File: config.mk
export PLATFORM = sky130hd
export DESIGN_NAME = gpr_wb_arbiter
export DESIGN_NICKNAME = d
export VERILOG_FILES = /design/src/rtl/gpr_wb_arbiter.sv
export SDC_FILE = /design/constraint.sdc
export NUM_CORES = 1
export LEC_CHECK = 0
export CAP_MARGIN = 10
export CORE_UTILIZATION = 35
export DETAILED_ROUTE_END_ITERATION = 16
export GPL_TIMING_DRIVEN = 0
export PLACE_DENSITY = 0.75
export SYNTH_ARGS = -nofsm -noshare
export SYNTH_HDL_FRONTEND = slang
export SYNTH_SLANG_ARGS = --single-unit
File: constraint.sdc
create_clock -name clk -period 1.3 [get_ports clk]
set_input_delay 0.26 -clock clk [delete_from_list [all_inputs] [get_ports clk]]
set_output_delay 0.26 -clock clk [all_outputs]
set_load 0.05 [all_outputs]
File: src/rtl/gpr_wb_arbiter.sv
// GPR writeback arbiter: ALU/load round-robin onto a single write port,
// with a pending-write scoreboard for source hazard checks.
module gpr_wb_arbiter #(
  parameter int DATA_W = 16,
  parameter int ADDR_W = 3
) (
  input  logic                  clk,
  input  logic                  rst_n,
  input  logic                  alu_req,
  input  logic [ADDR_W-1:0]     alu_dest,
  input  logic [DATA_W-1:0]     alu_data,
  output logic                  alu_gnt,
  input  logic                  mem_req,
  input  logic [ADDR_W-1:0]     mem_dest,
  input  logic [DATA_W-1:0]     mem_data,
  output logic                  mem_gnt,
  output logic                  reg_write_en,
  output logic [ADDR_W-1:0]     reg_write_dest,
  output logic [DATA_W-1:0]     reg_write_data,
  input  logic                  issue_valid,
  input  logic [ADDR_W-1:0]     issue_dest,
  input  logic [ADDR_W-1:0]     chk_addr_1,
  input  logic [ADDR_W-1:0]     chk_addr_2,
  output logic                  hazard,
  output logic [2**ADDR_W-1:0]  pending
);

  localparam int NREG = 2**ADDR_W;

  typedef enum logic {
    ALU_FIRST = 1'b0,
    MEM_FIRST = 1'b1
  } prio_e;

  prio_e             prio_q;
  prio_e             prio_d;
  logic              contested;
  logic              any_gnt;
  logic [ADDR_W-1:0] win_dest;
  logic [DATA_W-1:0] win_data;
  logic [NREG-1:0]   pend_d;

  always_comb begin
    alu_gnt   = 1'b0;
    mem_gnt   = 1'b0;
    prio_d    = prio_q;
    win_dest  = alu_dest;
    win_data  = alu_data;
    contested = alu_req & mem_req;
    if (rst_n) begin
      unique case (1'b1)
        contested & (prio_q == ALU_FIRST): alu_gnt = 1'b1;
        contested & (prio_q == MEM_FIRST): mem_gnt = 1'b1;
        alu_req & ~mem_req:                alu_gnt = 1'b1;
        mem_req & ~alu_req:                mem_gnt = 1'b1;
        default: ;
      endcase
      // Only contested cycles move the round-robin pointer
      if (contested)
        prio_d = (prio_q == ALU_FIRST) ? MEM_FIRST : ALU_FIRST;
      if (mem_gnt) begin
        win_dest = mem_dest;
        win_data = mem_data;
      end
    end
  end

  assign any_gnt = alu_gnt | mem_gnt;

  // Set after clear so a same-index issue keeps the bit pending
  always_comb begin
    pend_d = pending;
    if (reg_write_en)
      pend_d[reg_write_dest] = 1'b0;
    if (issue_valid)
      pend_d[issue_dest] = 1'b1;
  end

  always_ff @(posedge clk) begin
    if (!rst_n) begin
      prio_q         <= ALU_FIRST;
      reg_write_en   <= 1'b0;
      reg_write_dest <= '0;
      reg_write_data <= '0;
      pending        <= '0;
    end else begin
      prio_q       <= prio_d;
      reg_write_en <= any_gnt;
      pending      <= pend_d;
      if (any_gnt) begin
        reg_write_dest <= win_dest;
        reg_write_data <= win_data;
      end
    end
  end

  assign hazard = pending[chk_addr_1] | pending[chk_addr_2];

endmodule
Word-level counts from Yosys, hierarchy flattened. Cells that the tools add are included. W data, S select, Z words.

Latch bits: 0. Logic and storage cells: 46. Output and inout port bits: 31. Memories: 0. Memory bits (writable): 0. Register bits: 29. Bits in read-only memories: 0.

Bitwise logic cells: 13. Multiplexer cells: 18. Shift operators: 0. Magnitude comparators: 6. Div/mod/pow operators: 0. Reduce and logical (&&, ||, !) cells: 4. Add/subtract/negate cells: 0. Equality and inequality tests: 0. Multiply operators: 0.

Operators by type and width (number): $lt A3 B4 Y1 const B (4); $mux W16 (1); $mux W8 (2); $mux W1 (10); $and A8 B8 Y8 (1); $not A8 Y8 (1); $or A8 B8 Y8 (1); $bmux W1 S3 (2); $demux W1 S3 (2); $ge A3 B1 Y1 const B (2); $and A1 B1 Y1 (5); $reduce_or A2 Y1 (2); $mux W3 (1); $not A1 Y1 (3); $logic_and A1 B1 Y1 (2); $or A1 B1 Y1 (2).

Longest topological paths before layout.
Depth after elaboration: 9. Mapped depth: 5.

Worst setup path before layout. OpenSTA, ideal clock, no wires.

Kind: reg-to-output. Start: reg prio_q. End: out mem_gnt. Path slack: -0.449 ns. Buffers on the path: 1. Arrival time: 1.489 ns. Stages on the path, launching flop included: 5. Cells stage by stage: dfxtp_1 > nor2b_1 > or2b_1 > clkbuf_1 > nor2_1.

Word-level cells in the longest chain between the ends: 5.

Ends and longest elaborated chain: start, declared (line 35) `prio_e prio_q;`; start signal, assigned (line 87) `prio_q <= prio_d;`; $and A1 B1 Y1 (line 53) `contested & (prio_q == MEM_FIRST): mem_gnt = 1'b1;`; $reduce_or A2 Y1 (no line); $mux W1 (line 51) `unique case (1'b1)`; $mux W1 (2 in series) (line 50) `if (rst_n) begin`; end, declared (line 16) `output logic mem_gnt,`.

No other way between the ends. The select of a mux whose other input is x is not followed.

Worst setup path in the final report.
Start: reg pending[1]. End: out hazard.

Word-level cells in the longest chain between the ends: 3.

Ends and longest elaborated chain: start, declared (line 25) `output logic [2**ADDR_W-1:0] pending`; start signal, assigned (line 89) `pending <= pend_d;`; $bmux W1 S3 (line 97) `assign hazard = pending[chk_addr_1] | pending[chk_addr_2];`; $mux W1 (implied by the code) (line 97); $or A1 B1 Y1 * (line 97); end, declared (line 24) `output logic hazard,`.

Every way passes the cells marked *; elsewhere a longest branch is shown, timed or not. The select of a mux whose other input is x is not followed.

==> metrics.md <==
| Metric | Value |
|---|---|
| Synth Cell Area | 1536 sq um |
| Initial antenna violation count | 0 |
| Sequential share of power | 38.5% |
| Number of port buffers | 82 |
| Mean Syn Cell Area | 8.881 sq um |
| CP startpoint kind | register |
| Cell count after synthesis | 173 |
| Int Pwr | 1.702 mW |
| Clk root buf | clkbuf_8 |
| Least-Margin Pin Slew | 0.4251 ns |
| Area delta synth->final | 75.49% |
| RSZ-0062 raised after global routing | true |
| GRT Resource Usage Total | 23.48% |
| Largest net degree at the start of global routing | 11 |
| Setup Viol. Count Final | 22 |
| DRT Wirelength | 5013 um |
| Tmin final | 1.742 ns |
| Final #Nets | 325 |
| CTS sink count | 29 |
| Min-Delay Endpoint | prio_q |
| Clock buffer depth | 2 |
| # rows | 23 |
| Hold wc startpoint | alu_req |
| Post-synth EDFFs | 0 |
| Hold Crit Class | primary input to register |
| N_diodes | 0 |
| Placed standard-cell area | 2470 sq um |
| Largest family of logic cells by synthesized area | compound AO/OA/AOI/OAI gates |
| Synth Area in Simple Gates | 19.38% |
| Placed cell count | 305 |
| Reg-to-Reg End | reg_write_data[7] |
| TritonCTS clock tree | done |
| Most common cell in the netlist | dfxtp_1 |
| Worst hold margin | 0.4697 ns |
| Post-synthesis compound-gate area fraction | 29.15% |
| Reg2Reg Depth | 6 |
| # IOs | 83 |
| Grt ovf | 0 |
| Finished layout cell area | 2696 sq um |
| Reg2reg start | prio_q |
| Sw Ratio | 34.13% |
| Sw power | 0.8823 mW |
| Post-DR wirelength/cell | 15.47 um |
| WP data arrival | 1.48 ns |
| Max FO, Critical Path | 4 |
| Clk_skew | 0.008113 ns |
| Chip Height | 68.26 um |
| WHS Path Cells | 4 |
| CTS H-tree lvls | 2 |
| Post-DP HPWL | 3494 um |
| Leak | 1.003 nW |
| Slew HR | 71.66% |
| Crit path kind | register to output port |
| Status | finished, violations left |
| Die width | 68.26 um |
| Number of global-route vias before repair | 1750 |
| Post-synthesis adder-cell area fraction | 0% |
| ANT nets after route | 0 |
| Die ar. | 4659 sq um |
| Design Power | 2.585 mW |
| Net Count, Synth | 225 |
| Ranking of synthesized cells by area | dfxtp_1, or3b_1, o31ai_1, a31oi_1, o21ai_0 |
| Failing checks | negative setup slack |
| GPL Wtd Cong | 0.8473 |
| CP Capture Type | output port |
| Reg area | 611.8 sq um |
| Top_reg_cell synth | dfxtp_1 |
| Xor/xnor share of the synthesized area | 0.5700% |
| Yosys reg bits | 29 |
| Final Max Tran Viols | 0 |
| Synth Warn # | 0 |
| Worst setup margin | -0.4423 ns |
| Sequential share of the synthesized area | 37.79% |
| Mux cell area share after synthesis | 7.166% |
| First-pass GRT wire length | 8066 um |
| Cell taking the most area after synthesis | dfxtp_1 |
| Floorplan core area | 4115 sq um |
| List of most frequent post-synthesis cells | dfxtp_1, o21ai_0, o31ai_1, a31oi_1, or3b_1 |
| Power Density | 958.6 nW/um^2 |
| Clock network power share | 27.9% |
| Clk slew on worst S/H paths | 0.06 ns |
| Area of the multi-input gates | 884.6 sq um |
| Cts bufs inserted | 5 |
| Post-place setup slack | -1.420 ns |
| Critical Path RT | 1.04 ns |
| DRC errors left | 0 |
| Non-filler cells, final | 324 |
| Worst skew pair latency | 0.28 ns |
| Peak Freq | 574.0 MHz |
| FFs w/ async S/R, synth | 0% |
| Final worst path period share | 134.0% |
| Share of cells above drive strength 1 | 28.47% |
| VDD IR max | 0.5142 mV |
| Hold Vio Cnt, Final | 0 |
| Combinational share of power | 33.6% |
| Routed vias | 1787 |
| R2r setup slk | -0.12 ns |
| Max capacitance violation total | 0 |
| Count of cell types in the netlist | 25 |
| Initial Util | 37.34% |
| Vias per inst | 5.515 |
| Synth top area share | 37.79% |
| Starting DRT DRC Count | 160 |
| Fillers | 366 |
| DRT Pass-1 Iters | 4 |
## cells in the final DEF, fill, tap and decap left out, types with 2 or more instances in the layout
cell type,netlist,routed
clkbuf_1,10,7
buf_2,3,5
a31oi_1,19,19
dfxtp_4,0,8
nor2_1,4,2
o31ai_1,21,21
mux2i_1,2,2
buf_6,2,9
dlygate4sd2_1,0,6
mux4_2,4,4
nor2_4,0,2
o21ai_0,22,22
or3b_1,19,19
nand3_1,4,4
clkbuf_2,0,2
nand2b_1,3,3
nand2_2,0,2
clkdlybuf4s15_2,0,23
a21oi_1,8,8
nor2b_1,4,4
clkdlybuf4s50_1,0,44
dfxtp_1,29,20
buf_4,0,9
clkbuf_8,0,8
nand2_1,8,6
o21ai_1,3,3
## final cells by class
class | instances | area share [%]
multi-input cells | 126 | 32.81
clock buffers | 7 | 2.831
clock inverters | 1 | 0.1856
flip-flops and latches | 29 | 22.69
well taps | 50 | 2.320
inverters | 2 | 0.2784
plain buffers | 16 | 4.640
repair buffers | 93 | 34.25
## per-layer routing
metal | GRT usage [%] | vias to the layer above | part of all wire [%]
met3 | 4.333 | 8 | 8.1
met5 | 0 | - | 0
met4 | 10.68 | 0 | 1.5
met2 | 39.09 | 69 | 47
li1 | - | 869 | -
met1 | 29.06 | 841 | 43
## critical path: stages (launching register included)
cell	delay [ns]
dfxtp_4	0.36
mux4_2	0.45
mux2i_1	0.17
nand2_2	0.07
buf_6	0.15
## through the flow
stage | util [%] | setup TNS, ns
finish | 65.52 | -2.642
floorplan | - | -0.2737
global route | 65.52 | -3.661
CTS | 65.25 | -2.728
detailed placement | 60.02 | -20.32
global placement | 60.02 | -19.56
## timing repair
action	CTS	global route
pin swaps	33	7
gates resized for setup	141	9
hold buffers	0	0
endpoints found under the setup margin	60	27
gates cloned	2	0
setup buffers	6	3
## cell families after synthesis
group	after synthesis
AO/OA/AOI/OAI	74
multiplexers	6
flip-flops	29
buffers and inverters	18
AND/OR/NAND/NOR	45
XOR/XNOR	1
## state kept, by name, indices dropped and copies added, names as in the netlist
signal	cells
reg_write_dest	3
reg_write_data	16
prio_q	1
pending	8
reg_write_en	1
## power groups by stage
stage          logic, mW  clock network, mW  registers (mW)
2_1_floorplan      0.252                  0            1.23
3_3_place_gp       0.830                  0            1.01
3_5_place_dp       0.837                  0            1.01
4_1_cts            0.863              0.722           0.996
5_1_grt            0.925              0.755            1.01
6_report           0.868              0.720           0.996
## worst max path at each step
stage	from	to	slack (ns)	cells past startpoint
floorplan	pending[7]	hazard	-0.18	3
global placement	rst_n	mem_gnt	-1.41	6
detailed placement	rst_n	mem_gnt	-1.42	6
CTS	pending[1]	hazard	-0.46	4
global route	pending[2]	hazard	-0.51	4
finish	pending[1]	hazard	-0.44	4
No activity file was read; power rests on OpenSTA's default activity.
